**config.mk**
```make
export PLATFORM = sky130hd
export DESIGN_NAME = tqc_cmd_sequencer
export DESIGN_NICKNAME = d
export VERILOG_FILES = /design/src/rtl/tqc_seq_pkg.sv /design/src/rtl/tqc_cmd_fifo.sv /design/src/rtl/tqc_cmd_sequencer.sv
export SDC_FILE = /design/constraint.sdc
export NUM_CORES = 1
export LEC_CHECK = 0
export ABC_AREA = 1
export CAP_MARGIN = 10
export CORE_MARGIN = 2
export CORE_UTILIZATION = 60
export DETAILED_ROUTE_END_ITERATION = 16
export MAX_ROUTING_LAYER = met4
export PLACE_DENSITY_LB_ADDON = 0.25
export SLEW_MARGIN = 0
export SYNTH_ARGS = -nofsm -noshare
export SYNTH_HDL_FRONTEND = slang
export SYNTH_SLANG_ARGS = --single-unit
```
**constraint.sdc**
```tcl
create_clock -name clk -period 5.65 [get_ports clk]
set_clock_uncertainty 0.2 [all_clocks]
set_input_delay 0.565 -clock clk [delete_from_list [all_inputs] [get_ports clk]]
set_output_delay 0.565 -clock clk [all_outputs]
set_load 0.02 [all_outputs]
```
**src/rtl/tqc_seq_pkg.sv**
```systemverilog
// Shared types and constants for the topological quantum controller command sequencer.
package tqc_seq_pkg;

   localparam int unsigned CMD_W = 8;

   typedef enum logic [2:0] {
      IDLE    = 3'd0,
      ISSUE   = 3'd1,
      WAIT    = 3'd2,
      RECOVER = 3'd3,
      REPORT  = 3'd4
   } seq_state_e;

   localparam logic [1:0] OP_BRAID = 2'b01;
   localparam logic [1:0] OP_CALIB = 2'b10;

   localparam logic [CMD_W-1:0] ST_BRAID_DONE = 8'h01;
   localparam logic [CMD_W-1:0] ST_CALIB_DONE = 8'h02;
   localparam logic [CMD_W-1:0] ST_ERROR      = 8'hFF;
   localparam logic [CMD_W-1:0] ST_TIMEOUT    = 8'hEE;
   localparam logic [CMD_W-1:0] CMD_CLEAR     = 8'h00;

endpackage

```
**src/rtl/tqc_cmd_fifo.sv**
```systemverilog
// Synchronous command buffer with registered count, full and empty flags.
module tqc_cmd_fifo
   import tqc_seq_pkg::*;
#(
   parameter int unsigned DEPTH = 4,
   parameter int unsigned WIDTH = CMD_W
) (
   input  logic             clk,
   input  logic             reset_n,
   input  logic             push,
   input  logic             pop,
   input  logic [WIDTH-1:0] wdata,
   output logic [WIDTH-1:0] head_c,
   output logic             full,
   output logic             empty
);

   localparam int unsigned PTR_W = $clog2(DEPTH);
   localparam int unsigned CNT_W = $clog2(DEPTH) + 1;
   localparam logic [PTR_W-1:0] PTR_LAST = PTR_W'(DEPTH - 1);
   localparam logic [CNT_W-1:0] CNT_FULL = CNT_W'(DEPTH);

   logic [WIDTH-1:0] mem_q [DEPTH];
   logic [WIDTH-1:0] mem_d [DEPTH];
   logic [PTR_W-1:0] wr_ptr_q, wr_ptr_d;
   logic [PTR_W-1:0] rd_ptr_q, rd_ptr_d;
   logic [CNT_W-1:0] count_q, count_d;
   logic             full_q, full_d;
   logic             empty_q, empty_d;
   logic             push_en;
   logic             pop_en;

   // Push is refused while full even if a pop happens in the same cycle.
   always_comb begin
      mem_d    = mem_q;
      wr_ptr_d = wr_ptr_q;
      rd_ptr_d = rd_ptr_q;
      count_d  = count_q;
      push_en  = push && !full_q;
      pop_en   = pop && !empty_q;
      if (push_en) begin
         mem_d[wr_ptr_q] = wdata;
         wr_ptr_d = (wr_ptr_q == PTR_LAST) ? '0 : wr_ptr_q + PTR_W'(1);
      end
      if (pop_en) begin
         rd_ptr_d = (rd_ptr_q == PTR_LAST) ? '0 : rd_ptr_q + PTR_W'(1);
      end
      case ({push_en, pop_en})
         2'b10:   count_d = count_q + CNT_W'(1);
         2'b01:   count_d = count_q - CNT_W'(1);
         default: count_d = count_q;
      endcase
      full_d  = (count_d == CNT_FULL);
      empty_d = (count_d == '0);
   end

   always_ff @(posedge clk or negedge reset_n) begin
      if (!reset_n) begin
         mem_q    <= '{default: '0};
         wr_ptr_q <= '0;
         rd_ptr_q <= '0;
         count_q  <= '0;
         full_q   <= 1'b0;
         empty_q  <= 1'b1;
      end else begin
         mem_q    <= mem_d;
         wr_ptr_q <= wr_ptr_d;
         rd_ptr_q <= rd_ptr_d;
         count_q  <= count_d;
         full_q   <= full_d;
         empty_q  <= empty_d;
      end
   end

   assign head_c = mem_q[rd_ptr_q];
   assign full   = full_q;
   assign empty  = empty_q;

endmodule

```
**src/rtl/tqc_cmd_sequencer.sv**
```systemverilog
// Issues buffered host commands to the controller one at a time, waits for status,
// clears controller errors/timeouts and returns one result per command.
module tqc_cmd_sequencer
   import tqc_seq_pkg::*;
#(
   parameter int unsigned FIFO_DEPTH     = 4,
   parameter int unsigned TIMEOUT_CYCLES = 8192
) (
   input  logic       clk,
   input  logic       reset_n,
   input  logic [7:0] host_cmd,
   input  logic       host_cmd_valid,
   output logic       host_cmd_ready,
   output logic [7:0] cmd_out,
   output logic       cmd_valid,
   input  logic [7:0] ctl_status,
   input  logic       ctl_status_valid,
   output logic [7:0] rsp_cmd,
   output logic [7:0] rsp_status,
   output logic       rsp_valid,
   input  logic       rsp_ready,
   output logic       seq_busy
);

   localparam int unsigned CNT_W = $clog2(TIMEOUT_CYCLES) + 1;
   localparam logic [CNT_W-1:0] CNT_LAST = CNT_W'(TIMEOUT_CYCLES - 1);
   localparam logic [CNT_W-1:0] CNT_MAX  = '1;

   seq_state_e       state_q, state_d;
   logic [CMD_W-1:0] cmd_out_q, cmd_out_d;
   logic             cmd_valid_q, cmd_valid_d;
   logic [CMD_W-1:0] rsp_cmd_q, rsp_cmd_d;
   logic [CMD_W-1:0] rsp_status_q, rsp_status_d;
   logic             rsp_valid_q, rsp_valid_d;
   logic             seq_busy_q, seq_busy_d;
   logic [CMD_W-1:0] snap_q, snap_d;
   logic             prev_valid_q, prev_valid_d;
   logic [CNT_W-1:0] cnt_q, cnt_d;
   logic             detect;
   logic             fifo_pop;
   logic             fifo_full;
   logic             fifo_empty;
   logic [CMD_W-1:0] fifo_head;

   tqc_cmd_fifo #(
      .DEPTH (FIFO_DEPTH),
      .WIDTH (CMD_W)
   ) u_fifo (
      .clk     (clk),
      .reset_n (reset_n),
      .push    (host_cmd_valid),
      .pop     (fifo_pop),
      .wdata   (host_cmd),
      .head_c  (fifo_head),
      .full    (fifo_full),
      .empty   (fifo_empty)
   );

   // Outputs are registered, so each pulse is requested in the cycle before it shows.
   always_comb begin
      state_d      = state_q;
      cmd_out_d    = CMD_CLEAR;
      cmd_valid_d  = 1'b0;
      rsp_cmd_d    = rsp_cmd_q;
      rsp_status_d = rsp_status_q;
      rsp_valid_d  = rsp_valid_q;
      snap_d       = snap_q;
      cnt_d        = cnt_q;
      fifo_pop     = 1'b0;
      prev_valid_d = ctl_status_valid;
      detect       = ctl_status_valid && (!prev_valid_q || (ctl_status != snap_q));

      case (state_q)
         IDLE: begin
            if (!fifo_empty) begin
               state_d     = ISSUE;
               cmd_valid_d = 1'b1;
               cmd_out_d   = fifo_head;
            end
         end
         ISSUE: begin
            fifo_pop  = 1'b1;
            rsp_cmd_d = fifo_head;
            snap_d    = ctl_status;
            cnt_d     = '0;
            state_d   = WAIT;
         end
         WAIT: begin
            // Detection takes priority over a coincident timeout.
            if (detect) begin
               rsp_status_d = ctl_status;
               if (ctl_status == ST_ERROR) begin
                  state_d     = RECOVER;
                  cmd_valid_d = 1'b1;
               end else begin
                  state_d     = REPORT;
                  rsp_valid_d = 1'b1;
               end
            end else if (cnt_q >= CNT_LAST) begin
               rsp_status_d = ST_TIMEOUT;
               state_d      = RECOVER;
               cmd_valid_d  = 1'b1;
            end else if (cnt_q != CNT_MAX) begin
               cnt_d = cnt_q + CNT_W'(1);
            end
         end
         RECOVER: begin
            state_d     = REPORT;
            rsp_valid_d = 1'b1;
         end
         REPORT: begin
            if (rsp_ready) begin
               state_d     = IDLE;
               rsp_valid_d = 1'b0;
            end
         end
         default: begin
            state_d     = IDLE;
            rsp_valid_d = 1'b0;
         end
      endcase

      seq_busy_d = (state_d != IDLE);
   end

   always_ff @(posedge clk or negedge reset_n) begin
      if (!reset_n) begin
         state_q      <= IDLE;
         cmd_out_q    <= CMD_CLEAR;
         cmd_valid_q  <= 1'b0;
         rsp_cmd_q    <= '0;
         rsp_status_q <= '0;
         rsp_valid_q  <= 1'b0;
         seq_busy_q   <= 1'b0;
         snap_q       <= '0;
         prev_valid_q <= 1'b0;
         cnt_q        <= '0;
      end else begin
         state_q      <= state_d;
         cmd_out_q    <= cmd_out_d;
         cmd_valid_q  <= cmd_valid_d;
         rsp_cmd_q    <= rsp_cmd_d;
         rsp_status_q <= rsp_status_d;
         rsp_valid_q  <= rsp_valid_d;
         seq_busy_q   <= seq_busy_d;
         snap_q       <= snap_d;
         prev_valid_q <= prev_valid_d;
         cnt_q        <= cnt_d;
      end
   end

   assign host_cmd_ready = !fifo_full;
   assign cmd_out        = cmd_out_q;
   assign cmd_valid      = cmd_valid_q;
   assign rsp_cmd        = rsp_cmd_q;
   assign rsp_status     = rsp_status_q;
   assign rsp_valid      = rsp_valid_q;
   assign seq_busy       = seq_busy_q;

endmodule
```
==> results of run 1 <==
==> layout make-up <==
| type | instances | share of cell area |
|---|---|---|
| Tap cell | 99 | 0.0244 |
| Multi-Input combinational cell | 345 | 0.341 |
| Clock buffer | 10 | 0.0252 |
| Clock inverter | 6 | 0.00914 |
| Timing Repair Buffer | 50 | 0.0978 |
| Inverter | 49 | 0.0383 |
| Sequential cell | 94 | 0.464 |
==> how the worst min path moves through the flow <==
stage                                      start                            to  slack, ns
detailed placement                       reset_n          cnt_q[4]$_DFFE_PN0P_       0.24
global placement                         reset_n          cnt_q[4]$_DFFE_PN0P_       0.24
global route        u_fifo.mem_q[19]$_DFFE_PN0P_  u_fifo.mem_q[19]$_DFFE_PN0P_       0.32
finish              u_fifo.mem_q[29]$_DFFE_PN0P_  u_fifo.mem_q[29]$_DFFE_PN0P_       0.29
CTS                 u_fifo.mem_q[13]$_DFFE_PN0P_  u_fifo.mem_q[13]$_DFFE_PN0P_       0.29
floorplan                                reset_n          cmd_out[0]$_DFF_PN0_       0.07
==> timing repair <==
| action | in CTS | in global routing |
|---|---|---|
| endpoints found under the setup margin | 0 | 0 |
| endpoints found under the hold margin | 16 | 0 |
| hold buffers | 1 | 0 |
==> placed cells by master (no fill, tap or decap), types with 4 or more instances in the layout <==
cell	n
nor2_1	45
ha_1	7
clkbuf_8	9
o21ai_0	58
clkdlybuf4s50_1	47
xor2_1	12
o21ai_2	5
inv_2	4
inv_1	41
dfrtp_1	93
nand2_1	157
a32o_1	8
nand3_1	9
a21oi_1	17
==> metal layers <==
layer | vias to the layer above | routed length (µm) | global-route usage
met3 | 13 | 306 | 0.0443
met2 | 66 | 4470 | 0.391
li1 | 1694 | - | -
met1 | 1631 | 3860 | 0.319
met4 | 0 | 129 | 0.0733
met5 | - | 0 | -
==> flip-flops by register name, indices dropped and copies added (netlist names) <==
signal,count
u_fifo.full,1
state_q,3
u_fifo.empty,1
cmd_out,8
u_fifo.wr_ptr_q,2
cmd_valid,1
cnt_q,14
u_fifo.count_q,3
seq_busy,1
rsp_valid,1
u_fifo.mem_q,32
snap_q,8
prev_valid_q,1
rsp_cmd,8
rsp_status,8
u_fifo.rd_ptr_q,2
==> kinds of logic (layout without fill, tap and decap cells) <==
logic type      Yosys count  after routing  synth area share
fa+ha+maj                 8              8            0.0247
flops                    94             94             0.541
buf+inv                  63            115            0.0627
compound gates           89             89             0.116
xor+xnor                 15             15            0.0302
simple gates            233            233             0.225
==> worst register-to-register path: stages, from the launching register on <==
cell and delay [ns]:
dfrtp_1 0.43, nor2_1 0.17, nand2_1 0.60, nor2_1 0.52, ha_1 0.21, inv_1 0.07
fa_1 0.48, o21ai_0 0.10, or2_2 0.33, nor2_1 0.13
==> power groups by stage <==
| stage | Sequential [mW] | Clock (mW) | Combinational, mW |
|---|---|---|---|
| after floorplan | 1.15 | 0 | 0.698 |
| after CTS | 1.10 | 0.414 | 1.08 |
| after global placement | 1.10 | 0 | 1.03 |
| after global routing | 1.13 | 0.438 | 1.22 |
| after detailed placement | 1.11 | 0 | 1.07 |
| final | 1.10 | 0.402 | 1.08 |
==> results.json, run 1 <==
{
  "grt-ovfl-total": 0,
  "ctsResizeCount": 0,
  "synth_seq_area_share": 0.541,
  "drc": 0,
  "whs_path_depth": 2,
  "cts.clk_slew.worst_paths_ns": 0.09,
  "clk_latency_ns": 0.36,
  "worstSetupEndpointType": "flip-flop",
  "clock_path_buffers": 2,
  "crit_start": "state_q[2]$_DFF_PN0_",
  "internal_power_mw": 1.50,
  "cts_tree": "done",
  "power_switching_mw": 1.07,
  "n_fill_cell": 564,
  "netlist_area_mm2": 0.00435,
  "die_width_um": 89.2,
  "fin_crit_ns": 3.30,
  "rsz0062_at_grt": "false",
  "worstPathMaxFanout": 35,
  "relSlewSlack": 0.334,
  "design_area_mm2": 0.00507,
  "io_buffers": 48,
  "hpwl_um": 6010,
  "finalCritPeriodShare": 0.583,
  "multi_input_area_mm2": 0.00173,
  "die_area_mm2": 0.00795,
  "synth_nets": 531,
  "cp_top_family": "simple AND/OR/NAND/NOR gates",
  "synth_most_common_cell": "nand2_1",
  "numCtsBuffers": 9,
  "ys_warn_count": 0,
  "rr_startpoint": "state_q[2]$_DFF_PN0_",
  "wl_per_cell_um": 13.4,
  "stdcell_count": 653,
  "p_leak_nw": 2.39,
  "viasPerCell": 5.21,
  "crit_path_cell_trace": "nor2_1, nand2_1, nor2_1, ha_1, inv_1, fa_1, o21ai_0, or2_2, nor2_1",
  "crit_arrival_ns": 3.39,
  "setup_viol": 0,
  "die_y_um": 89.2,
  "powerDensity_mw_per_mm2": 508,
  "min_path_type": "flip-flop to flip-flop",
  "initial_core_util": 0.610,
  "num_vias": 3404,
  "drt_first_pass_iters": 4,
  "worstSetupEndpoint": "u_fifo.empty$_DFF_PN1_",
  "grt_pass1_vias": 3156,
  "maxCapViolations": 0,
  "hold_viol": 0,
  "ir_worst_vdd_uv": 292,
  "synth.top_cell.area_share": 0.535,
  "postRouteAntennaNets": 0,
  "area_growth_pct": 16.4,
  "pwr-share-clk": 0.156,
  "dp_cells": 636,
  "n_antenna_cell": 0,
  "r2r_cells": 9,
  "setup_tns_ns": 0,
  "num_io_pins": 49,
  "grt_max_degree": 79,
  "cp.depth": 9,
  "worstSetupPathType": "flip-flop to flip-flop",
  "outcome": "finished, final reports clean",
  "required_ns": 5.75,
  "synth_edf_count": 0,
  "regArea_mm2": 0.00235,
  "yosysTopAreaCell": "dfrtp_1",
  "clkSinkCount": 94,
  "whs_ns": 0.293,
  "drt-initial-drc-count": 263,
  "placementRows": 31,
  "antenna_found_initial": 0,
  "r2r-end": "u_fifo.empty$_DFF_PN1_",
  "switching_share": 0.416,
  "postSynthCellCount": 502,
  "tightestPinTransition_ns": 0.997,
  "slew_violations": 0,
  "synth_commonest_cells": "157 x nand2_1, 93 x dfrtp_1, 58 x o21ai_0",
  "yosys.cell_types.count": 35,
  "fmax_ghz": 0.303,
  "slowest_delay_ns": 0.60,
  "crit_top_cell": "nor2_1",
  "worst_slack_ns": 2.35,
  "grt_pass1_wl_um": 14500,
  "coreArea_mm2": 0.00714,
  "routed_wl_um": 8760,
  "drive_gt1_frac": 0.0776,
  "grt_use_total": 0.244,
  "worstSetupStartpointType": "flip-flop",
  "cp_num_buf_inv": 1,
  "async_flop_share": 1.00,
  "fin_nets": 578,
  "ys.flop_type": "dfrtp_1",
  "pre_cts_slack_ns": 2.42,
  "h-tree-depth": 3,
  "reg2reg_setup_slack_ns": 2.35,
  "place_area_mm2": 0.00488,
  "gp_congestion": 0.881,
  "synth.area.top_cells": "dfrtp_1 53%, nand2_1 14%, o21ai_0 6.7%, nor2_1 3.9%, inv_1 3.5%",
  "utilization": 0.710,
  "finalPower_mw": 2.58,
  "crit_path_top_delay_cell": "nand2_1",
  "synth_area_per_cell_um2": 8.67,
  "cts_setup_buffers": 0,
  "clockRootBuffer": "clkbuf_8",
  "synth-seq-cells": 94,
  "combPwrFrac": 0.418,
  "pwr-share-seq": 0.426
}
Power figures use the tool's default switching activity.
==> run 2, diff against run 1 <==
--- a/config.mk
+++ b/config.mk
@@ -8,7 +8,7 @@
 export ABC_AREA = 1
 export CAP_MARGIN = 10
 export CORE_MARGIN = 2
-export CORE_UTILIZATION = 60
+export CORE_UTILIZATION = 51
 export DETAILED_ROUTE_END_ITERATION = 16
 export MAX_ROUTING_LAYER = met4
 export PLACE_DENSITY_LB_ADDON = 0.25
==> constraint.sdc (replaced) <==
create_clock -name clk -period 2.8 [get_ports clk]
set_clock_uncertainty 0.2 [all_clocks]
set_input_delay 0.28 -clock clk [delete_from_list [all_inputs] [get_ports clk]]
set_output_delay 0.28 -clock clk [all_outputs]
set_load 0.02 [all_outputs]
==> run 2 against run 1 <==
Non-clock buffer count rose by 2. Power rose by 110%. Utilization fell by 8.9 points. Cell count rose by 1.2%.
==> results.json, run 2 (synthesis results as in run 1) <==
{
  "crit_arrival_ns": 2.55,
  "p_leak_nw": 2.41,
  "worstPathMaxFanout": 5,
  "largest_register_ffs": 32,
  "numCtsBuffers": 9,
  "min_path_type": "input pin to async pin",
  "mostFrequentLayoutCells": "157 x nand2_1, 93 x dfrtp_1, 58 x o21ai_0",
  "viasPerCell": 5.08,
  "max_flop_register": "u_fifo.mem_q",
  "stdcell_count": 661,
  "die_area_mm2": 0.00929,
  "finalPower_mw": 5.29,
  "h-tree-depth": 3,
  "cts_tree": "done",
  "fin_nets": 580,
  "worstSetupPathType": "flip-flop to flip-flop",
  "combPwrFrac": 0.421,
  "die_width_um": 96.4,
  "placementRows": 33,
  "num_io_pins": 49,
  "whs_ns": 0.281,
  "setup_tns_ns": 0,
  "grt_max_degree": 51,
  "drt_first_pass_iters": 4,
  "clock_path_buffers": 2,
  "clkSinkCount": 94,
  "antenna_found_initial": 0,
  "tightestPinTransition_ns": 0.658,
  "largest_registers": "u_fifo.mem_q: 32 flops, cnt_q: 14 flops",
  "ir_worst_vdd_uv": 485,
  "clockRootBuffer": "clkbuf_8",
  "relSlewSlack": 0.561,
  "drive_gt1_frac": 0.0827,
  "powerDensity_mw_per_mm2": 1030,
  "worstSetupStartpointType": "flip-flop",
  "slew_violations": 0,
  "coreArea_mm2": 0.00826,
  "fin_crit_ns": 2.45,
  "grt_pass1_vias": 3190,
  "grt-ovfl-total": 0,
  "ctsResizeCount": 0,
  "outcome": "finished, final reports clean",
  "dp_cells": 644,
  "setup_viol": 0,
  "wl_per_cell_um": 13.5,
  "gp_congestion": 0.883,
  "power_switching_mw": 2.15,
  "clk_latency_ns": 0.36,
  "final_common_cell": "nand2_1",
  "required_ns": 2.90,
  "pwr-share-seq": 0.409,
  "maxCapViolations": 0,
  "die_y_um": 96.4,
  "worstSetupEndpointType": "flip-flop",
  "postRouteAntennaNets": 0,
  "cts.clk_slew.worst_paths_ns": 0.10,
  "io_buffers": 48,
  "drc": 0,
  "finalCritPeriodShare": 0.874,
  "num_vias": 3360,
  "hpwl_um": 6050,
  "drt-initial-drc-count": 199,
  "switching_share": 0.406,
  "hold_viol": 0,
  "fmax_ghz": 0.409,
  "rsz0062_at_grt": "false",
  "n_antenna_cell": 0,
  "grt_pass1_wl_um": 14600,
  "internal_power_mw": 3.14,
  "initial_core_util": 0.527,
  "area_growth_pct": 17.8,
  "pwr-share-clk": 0.170,
  "grt_use_total": 0.211,
  "routed_wl_um": 8910
}
[run 2: worst paths after layout]
kind / depth (start not counted) / startpoint / endpoint / slack, ns
hold / removal: 2 / reset_n / cnt_q[8]$_DFFE_PN0P_ / 0.28
max in group asynchronous: 3 / reset_n / u_fifo.mem_q[15]$_DFFE_PN0P_ / 1.46
setup reg to reg: 11 / state_q[2]$_DFF_PN0_ / u_fifo.full$_DFF_PN0_ / 0.35
hold reg to reg: 2 / rsp_status[4]$_DFFE_PN0P_ / rsp_status[4]$_DFFE_PN0P_ / 0.29
min in group clk: 1 / ctl_status_valid / prev_valid_q$_DFF_PN0_ / 0.29
setup / recovery: 11 / state_q[2]$_DFF_PN0_ / u_fifo.full$_DFF_PN0_ / 0.35
[run 2: final cells by class]
class                      count  area [µm²]
sequential                    94        2350
tap                          105         131
fill                         699        3130
inverter                      49         194
timing repair buffer          52         523
clock inverter                 7        73.8
clock buffer                   9         124
multi-input combinational    345        1730
[run 2: power groups by stage]
stage | clock network (mW) | logic (mW) | registers, mW
floorplan | 0 | 1.41 | 2.32
global placement | 0 | 2.16 | 2.17
detailed placement | 0 | 2.24 | 2.19
CTS | 0.931 | 2.25 | 2.16
global route | 0.982 | 2.51 | 2.22
finish | 0.899 | 2.23 | 2.16
[run 2: worst max-delay path, stage by stage (launching register included)]
cell     delay [ns]
dfrtp_1        0.42
nor2_1         0.16
nand2_1        0.09
nor2_1         0.24
ha_1           0.20
inv_1          0.07
fa_1           0.39
a21oi_1        0.14
o21ai_0        0.11
xor2_1         0.22
inv_1          0.06
nor2_1         0.09
[run 2: routing by layer]
layer	vias to the layer above	share of wire	track usage
met5	-	0	-
li1	1694	-	-
met2	77	0.47	0.336
met1	1578	0.46	0.273
met3	11	0.049	0.0396
met4	0	0.018	0.0798
[run 2: timing repair]
item                      4_1_cts  5_1_grt
hold endpoints to repair       48        0
buffers inserted                0        0
hold buffers                    1        0
[run 2: per-stage QoR]
| step | util | instance area (µm²) | setup WS [ns] |
|---|---|---|---|
| after CTS | 0.621 | 5130 | 0.352 |
| after detailed placement | 0.596 | 4920 | 0.358 |
| after floorplan | - | 4350 | 0.492 |
| final | 0.621 | 5130 | 0.354 |
| after global placement | 0.596 | 4920 | 0.488 |
| after global routing | 0.621 | 5130 | 0.155 |
==> run 3, diff against run 2 <==
--- a/config.mk
+++ b/config.mk
@@ -9,6 +9,7 @@
 export CAP_MARGIN = 10
 export CORE_MARGIN = 2
 export CORE_UTILIZATION = 51
+export CTS_CLUSTER_DIAMETER = 150
 export DETAILED_ROUTE_END_ITERATION = 16
 export MAX_ROUTING_LAYER = met4
 export PLACE_DENSITY_LB_ADDON = 0.25
==> results of run 3 <==
Same layout as run 2: the final DEF is identical, and so are final timing and power.
